## src/rtl/bank_loader.sv

```systemverilog
// Streams words from a valid/ready source into ram_num RAM banks, round-robin by bank, then by address.
// Optional sticky stray-data flag (ovf) is built only when BANK_LOADER_OVF_EN is defined.
module bank_loader #(
    parameter int unsigned ram_num = 10,
    parameter int unsigned width   = 16,
    parameter int unsigned address = 10
) (
    input  logic                 clk,
    input  logic                 rst,
    input  logic                 start,
    input  logic                 abort,
    input  logic [address:0]     fill_len,
    input  logic                 s_valid,
    output logic                 s_ready,
    input  logic [width-1:0]     s_data,
    output logic [ram_num-1:0]   ena,
    output logic [ram_num-1:0]   wea,
    output logic [address-1:0]   addra [0:ram_num-1],
    output logic [width-1:0]     dina  [0:ram_num-1],
    output logic                 busy,
    output logic                 done,
    output logic                 ovf
);
    localparam int unsigned BankW = (ram_num > 1) ? $clog2(ram_num) : 1;
    localparam int unsigned LenW  = address + 1;

    typedef enum logic [1:0] {StIdle, StLoad, StDone} state_e;

    state_e              state_q, state_d;
    logic [LenW-1:0]     len_q, len_d;
    logic [BankW-1:0]    bank_q, bank_d;
    logic [address-1:0]  addr_q, addr_d;
    logic [ram_num-1:0]  wen_q;
    logic                hs;
    logic                bank_wrap;
    logic                last;

    assign s_ready   = (state_q == StLoad);
    assign busy      = (state_q == StLoad);
    assign done      = (state_q == StDone);
    assign hs        = s_valid & s_ready;
    assign bank_wrap = (bank_q == BankW'(ram_num - 1));
    // Final word of the fill: last bank at the last address row.
    assign last      = bank_wrap && ({1'b0, addr_q} == (len_q - LenW'(1)));

    always_comb begin
        state_d = state_q;
        len_d   = len_q;
        bank_d  = bank_q;
        addr_d  = addr_q;
        unique case (state_q)
            StIdle: begin
                if (start) begin
                    if (fill_len != '0) begin
                        state_d = StLoad;
                        len_d   = fill_len;
                        bank_d  = '0;
                        addr_d  = '0;
                    end else begin
                        state_d = StDone;
                    end
                end
            end
            StLoad: begin
                if (hs) begin
                    if (bank_wrap) begin
                        bank_d = '0;
                        addr_d = addr_q + address'(1);
                    end else begin
                        bank_d = bank_q + BankW'(1);
                    end
                end
                if (abort) begin
                    state_d = StIdle;
                end else if (hs && last) begin
                    state_d = StDone;
                end
            end
            StDone: state_d = StIdle;
            default: state_d = StIdle;
        endcase
    end

    always_ff @(posedge clk or negedge rst) begin
        if (!rst) begin
            state_q <= StIdle;
            len_q   <= '0;
            bank_q  <= '0;
            addr_q  <= '0;
        end else begin
            state_q <= state_d;
            len_q   <= len_d;
            bank_q  <= bank_d;
            addr_q  <= addr_d;
        end
    end

    // Registered write port: unselected banks keep their last address/data.
    always_ff @(posedge clk or negedge rst) begin
        if (!rst) begin
            wen_q <= '0;
            for (int unsigned i = 0; i < ram_num; i++) begin
                addra[i] <= '0;
                dina[i]  <= '0;
            end
        end else begin
            wen_q <= '0;
            if (hs) begin
                wen_q[bank_q] <= 1'b1;
                addra[bank_q] <= addr_q;
                dina[bank_q]  <= s_data;
            end
        end
    end

    assign ena = wen_q;
    assign wea = wen_q;

`ifdef BANK_LOADER_OVF_EN
    logic ovf_q;

    // An accepted start clears the flag even if s_valid is high in that cycle.
    always_ff @(posedge clk or negedge rst) begin
        if (!rst) begin
            ovf_q <= 1'b0;
        end else if ((state_q == StIdle) && start) begin
            ovf_q <= 1'b0;
        end else if (s_valid && (state_q != StLoad)) begin
            ovf_q <= 1'b1;
        end
    end

    assign ovf = ovf_q;
`else
    assign ovf = 1'b0;
`endif

endmodule

```

## config.mk

```make
export PLATFORM = sky130hd
export DESIGN_NAME = bank_loader
export DESIGN_NICKNAME = d
export VERILOG_FILES = /design/src/rtl/bank_loader.sv
export SDC_FILE = /design/constraint.sdc
export NUM_CORES = 1
export LEC_CHECK = 0
export CAP_MARGIN = 15
export CORE_MARGIN = 2
export CORE_UTILIZATION = 54
export CTS_BUF_LIST = sky130_fd_sc_hd__clkbuf_4
export DETAILED_ROUTE_END_ITERATION = 6
export HOLD_SLACK_MARGIN = 0.15
export PLACE_DENSITY = 0.88
export SETUP_SLACK_MARGIN = 0.2
export SYNTH_ARGS = -nofsm -noshare
export SYNTH_HDL_FRONTEND = slang
export SYNTH_SLANG_ARGS = --single-unit
```

## constraint.sdc

```tcl
create_clock -name clk -period 5.7 [get_ports clk]
set_input_delay 0.57 -clock clk [delete_from_list [all_inputs] [get_ports clk]]
set_output_delay 0.57 -clock clk [all_outputs]
set_load 0.02 [all_outputs]
```

======== Yosys cells after proc, flatten, opt, wreduce, memory -nomap -nowiden ========
Cells that the tools add are included.
operators by class
  $add $sub $neg .......................... 3
  multiply operators ...................... 0
  divide/modulo/power cells ............... 0
  $lt $le $gt $ge ......................... 4
  equal/unequal tests ..................... 9
  shifts and indexed selects .............. 0
  mux-type cells .......................... 24
  bitwise operators ....................... 2
  reduce and logical (&&, ||, !) cells .... 11
operators by type and width
  kind                                                        number
  bitwise mux 160 bit                                         1
  bitwise mux 100 bit                                         1
  demux 16 bit (select 4 bit)                                 1
  2-to-1 mux 10 bit                                           6
  demux 10 bit (select 4 bit)                                 1
  one-hot mux 10 bit (2 select lines)                         1
  2-to-1 mux 16 bit                                           1
  2-to-1 mux 4 bit                                            4
  == test 10 x 11 -> 1 bit                                    1
  nonzero test 11 bit                                         1
  subtractor 11 x 1 -> 11 bit, second input constant          1
  adder 10 x 1 -> 10 bit, second input constant               1
  2-to-1 mux 2 bit                                            4
  one-hot mux 4 bit (2 select lines)                          1
  >= comparator 5 bit, second input constant                  1
  less-than comparator 4 x 5 -> 1 bit, second input constant  1
  less-than comparator 5 x 1 -> 1 bit, second input constant  1
  inverter 4 -> 5 bit                                         1
  AND reduction 5 bit                                         1
  adder 4 x 1 -> 4 bit, second input constant                 1
  demux 1 bit (select 4 bit)                                  1
  == test 4 bit, second input constant                        1
  >= comparator 4 x 1 -> 1 bit, second input constant         1
  logical AND 1 bit                                           4
  13 further kinds                                            15
storage, ports and cells
  register bits after elaboration ......... 297
  bits in latches ......................... 0
  memory bits (writable) .................. 0
  ROM bits ................................ 0
  input port bits ......................... 32
  logic and storage cells ................. 78
  memories ................................ 0

======== Logic depth before layout (Yosys ltp) ========
  depth after elaboration ................. 7
  gate-level depth with buffers ........... 8
  depth with buffers taken out ............ 8

======== Worst setup path before layout ========
OpenSTA, ideal clock, no wires.
  kind .................................... register -> register
  start ................................... register state_q[1]
  end ..................................... register addra[96] in the netlist's numbering
  library setup time ...................... 0.125 ns
  arrival time ............................ 2.016 ns
  slack ................................... 3.559 ns
  stages on the path, launching flop included .. 8
  cells stage by stage .................... dfrtp_1 > nor2b_4 > nand2_2 > or3_1 > buf_2 > nor3_4 > buf_6 > mux2_2
on the way
  word-level cells in the longest chain between the ends .. 2
RTL lines
  element                          RTL line  source
  from (decl)                      29        state_e state_q, state_d;
  from (signal assigned)           86        state_q <= StIdle;
  from (signal assigned)           91        state_q <= state_d;
  == test 2 x 1 -> 1 bit           -
  named net busy                   20        output logic busy,
  AND 1 bit                        41        assign hs = s_valid & s_ready;
  to (signal, indexed assignment)  110       addra[bank_q] <= addr_q;
  to (decl)                        18        output logic [address-1:0] addra [0:ram_num-1],
The timed path passes the listed nets, and every way through them passes these cells.
A chain may end at the register's enable or synchronous reset.

======== Final worst setup path ========
  start ................................... register state_q[1]
  end ..................................... register dina[112] in the netlist's numbering
on the way
  word-level cells in the longest chain between the ends .. 2
RTL lines
  element                          RTL line  source
  == test 2 x 1 -> 1 bit           38        assign s_ready = (state_q == StLoad);
  AND 1 bit                        41
  to (signal, indexed assignment)  111       dina[bank_q] <= s_data;
  to (decl)                        19        output logic [width-1:0] dina [0:ram_num-1],
Every way passes these cells.

==> out/qor.txt <==
Peak supply drop = 0.000355 V
Max incr delay on CP = 620 ps
Placement Cell Area = 0.0149 mm^2
Die height = 152 um
PD cells = 423 mW/mm^2
Slew Limit Fails = 0
Final WL = 30.9 mm
Drt initial violations = 390
DP Wirelength = 20.5 mm
Tightest Pin Transition = 1110 ps
CP Capture Type = flip-flop
Core Area = 0.0216 mm^2
Fin. Hold Viols = 0
Synth area leaders = dfrtp_1 (63%), mux2_2 (21%), nand2_1 (4.4%)
Internal = 4.57 mW
MaxCap Viol Count = 0
Syn Nets = 893
Clk slew on worst S/H paths = 60 ps
Initial core utilization = 54.5%
Post-Place Cells = 1,383
Max Fclk = 358 MHz
CTS H-tree depth = 3
CTS Hold Bufs = 1
CP bufs+invs = 1
Vias per cell = 5.32
Outcome = finished, final reports clean
Required @ worst endpoint = 6230 ps
Final TNS setup = 0 ps
Synth cell count leaders = dfrtp_1 (297), mux2_2 (225), nand2_1 (139)
Yosys reg bits = 297
Vias in the first global route = 8,359
Via count = 7,983
Busiest grt layer = met2
M3 GR Usage = 8.74%
Clk pwr share = 26.0%
Final Critical Period = 2790 ps
CTS tree = yes
RSZ-0062 raised after global routing = false
Clk buf depth = 3
Area leader, netlist = dfrtp_1
Skew-Pair Late Insertion Delay = 670 ps
Startpoint types = flip-flop
Synth Area per Inst = 13.7 um^2
Leakage = 7.46 nW
Clock Skews = 47.6 ps
Setup CP Type = reg -> reg
Post-route insts no fill = 1,500
Initial DRT Pass Iterations = 6
Final ANT Viol Nets = 0
Share of the synthesized area in the top cell type = 63.0%
Final Total Pwr = 6.69 mW
Root Buffer = clkbuf_4
DIE AREA = 0.0230 mm^2
Warnings, synthesis = 0
Drc violations = 0
Kind of cell adding the most delay to the critical path = simple AND/OR/NAND/NOR gates
Antenna violations before repair = 1
Unique masters post-synth = 55
Row count = 54
Logic pwr share = 32.0%
Net Sw Frac = 31.8%
Period utilisation layout = 49.0%
Post_cts resized = 0
Global route overflow = 0
Worst EP arrival = 3330 ps
Die Width = 152 um
Worst hold path class = in -> async
Sequential area share after synthesis = 63.0%
Overall Global Routing Usage = 27.2%
# port buffers = 314
Post-Synthesis Cells = 859
Gpl congestion = 0.822
Post-synth EDFFs = 0
Switching power = 2.13 mW
Layout cells sized above 1 = 29.3%
Drt wl/cell = 20.6 um
Slew margin rel. = 26.2%
CTS sink count = 297
# Post-CTS Setup Buffers = 0
IO Count = 316
Most common cell in the netlist = dfrtp_1
Share of total power in sequential cells = 42.0%
Final core utilization = 73.1%
Most common flop cell mapped by yosys = dfrtp_1
Setup violations, final = 0
Ys async rst share = 100%
Final Cell Area = 0.0158 mm^2
Met1 usage = 34.3%
Max FO, Critical Path = 17
Largest net degree at the start of global routing = 161
Worst-path cell chain = nor2b_4 -> nand2_2 -> or3_1 -> nor3b_4 -> buf_4 -> mux2_2
Slowest stage cell on the critical path = nor3b_4
Area growth syn-to-layout = 34.1%
Cell Area, Synth = 0.0118 mm^2
Met2 GRT Util = 43.2%
CTS Buf Count = 75
Fin nets = 1,215
First-pass GRT wire length = 47.0 mm
==> final cells by class <==
| class | count | area [um^2] |
|---|---|---|
| flip-flops and latches | 297 | 7430 |
| diodes | 1 | 2.50 |
| well taps | 280 | 350 |
| inverters | 7 | 26.3 |
| clock buffers | 104 | 781 |
| multi-input cells | 478 | 3890 |
| clock inverters | 11 | 108 |
| repair buffers | 322 | 3220 |
| fillers | 1394 | 5810 |
==> worst register-to-register path, stage by stage (launching register included) <==
cell and delay (ps):
dfrtp_1 410, nor2b_4 240, nand2_2 120, or3_1 490, nor3b_4 620, buf_4 430, mux2_2 390
==> power groups by stage <==
| stage | registers [mW] | logic (mW) | clock network [mW] |
|---|---|---|---|
| detailed placement | 2.85 | 2.15 | 0 |
| finish | 2.81 | 2.14 | 1.74 |
| CTS | 2.81 | 2.16 | 1.78 |
| global route | 2.87 | 2.26 | 1.89 |
| floorplan | 3.31 | 0.577 | 0 |
| global placement | 2.81 | 2.11 | 0 |
==> cell usage in the layout, fill, tap and decap left out, types with 3 or more instances in the layout <==
master           synthesis  routed
clkinv_1                 1       7
nor2_1                  11      11
xor2_1                  10      10
nand2_1                139     139
nand2b_1                 4       4
mux2_2                 225     225
clkbuf_4                 0     104
nor3_1                   3       3
nand4_1                  4       4
clkdlybuf4s50_1          0     313
dfrtp_1                297     297
xnor2_1                  8       8
or3_1                    5       5
o21ai_0                 15      15
a21oi_1                  5       5
nand4b_1                 3       3
inv_1                    5       5
buf_4                   27       6
nor4_1                   4       4
nor2_4                   2       3
==> cell families after synthesis <==
| group | synth area share (%) |
|---|---|
| xor+xnor | 1.34 |
| buf+inv | 4.10 |
| fa+ha+maj | 0.212 |
| other cells | 0.0318 |
| compound gates | 1.50 |
| flops | 63.0 |
| mux | 21.7 |
| simple gates | 8.11 |
==> path summary, 6_finish.rpt <==
| kind | startpoint | slack (ps) | to | cells after the start |
|---|---|---|---|---|
| min reg2reg | dina[5]$_DFFE_PN0P_ | 480 | dina[5]$_DFFE_PN0P_ | 2 |
| max in group asynchronous | rst | 3940 | addra[1]$_DFFE_PN0P_ | 3 |
| min in group clk | dina[5]$_DFFE_PN0P_ | 480 | dina[5]$_DFFE_PN0P_ | 2 |
| max reg2reg | state_q[1]$_DFFE_PN0P_ | 2910 | dina[112]$_DFFE_PN0P_ | 6 |
| min | rst | 460 | addra[54]$_DFFE_PN0P_ | 2 |
| max | state_q[1]$_DFFE_PN0P_ | 2910 | dina[112]$_DFFE_PN0P_ | 6 |
==> routing by layer <==
metal | vias to the layer above | routed length (um) | share of wire (%)
met5 | - | 0 | 0
met4 | 0 | 981 | 3.2
met3 | 60 | 2530 | 8.2
met2 | 303 | 15200 | 49
met1 | 4058 | 12200 | 39
li1 | 3562 | - | -
==> flip-flops by register name, summed over array words and instances (netlist names) <==
signal   flops
ena         10
dina       160
state_q      2
len_q       11
addra      100
bank_q       4
addr_q      10
==> metrics by stage <==
stage                     hold WS [ps]  setup WS (ps)
final                              463           2910
after detailed placement           463           2500
after global placement             459           2600
after floorplan                    274           3560
after CTS                          428           2910
after global routing               480           2670
No activity file was read; power rests on OpenSTA's default activity.
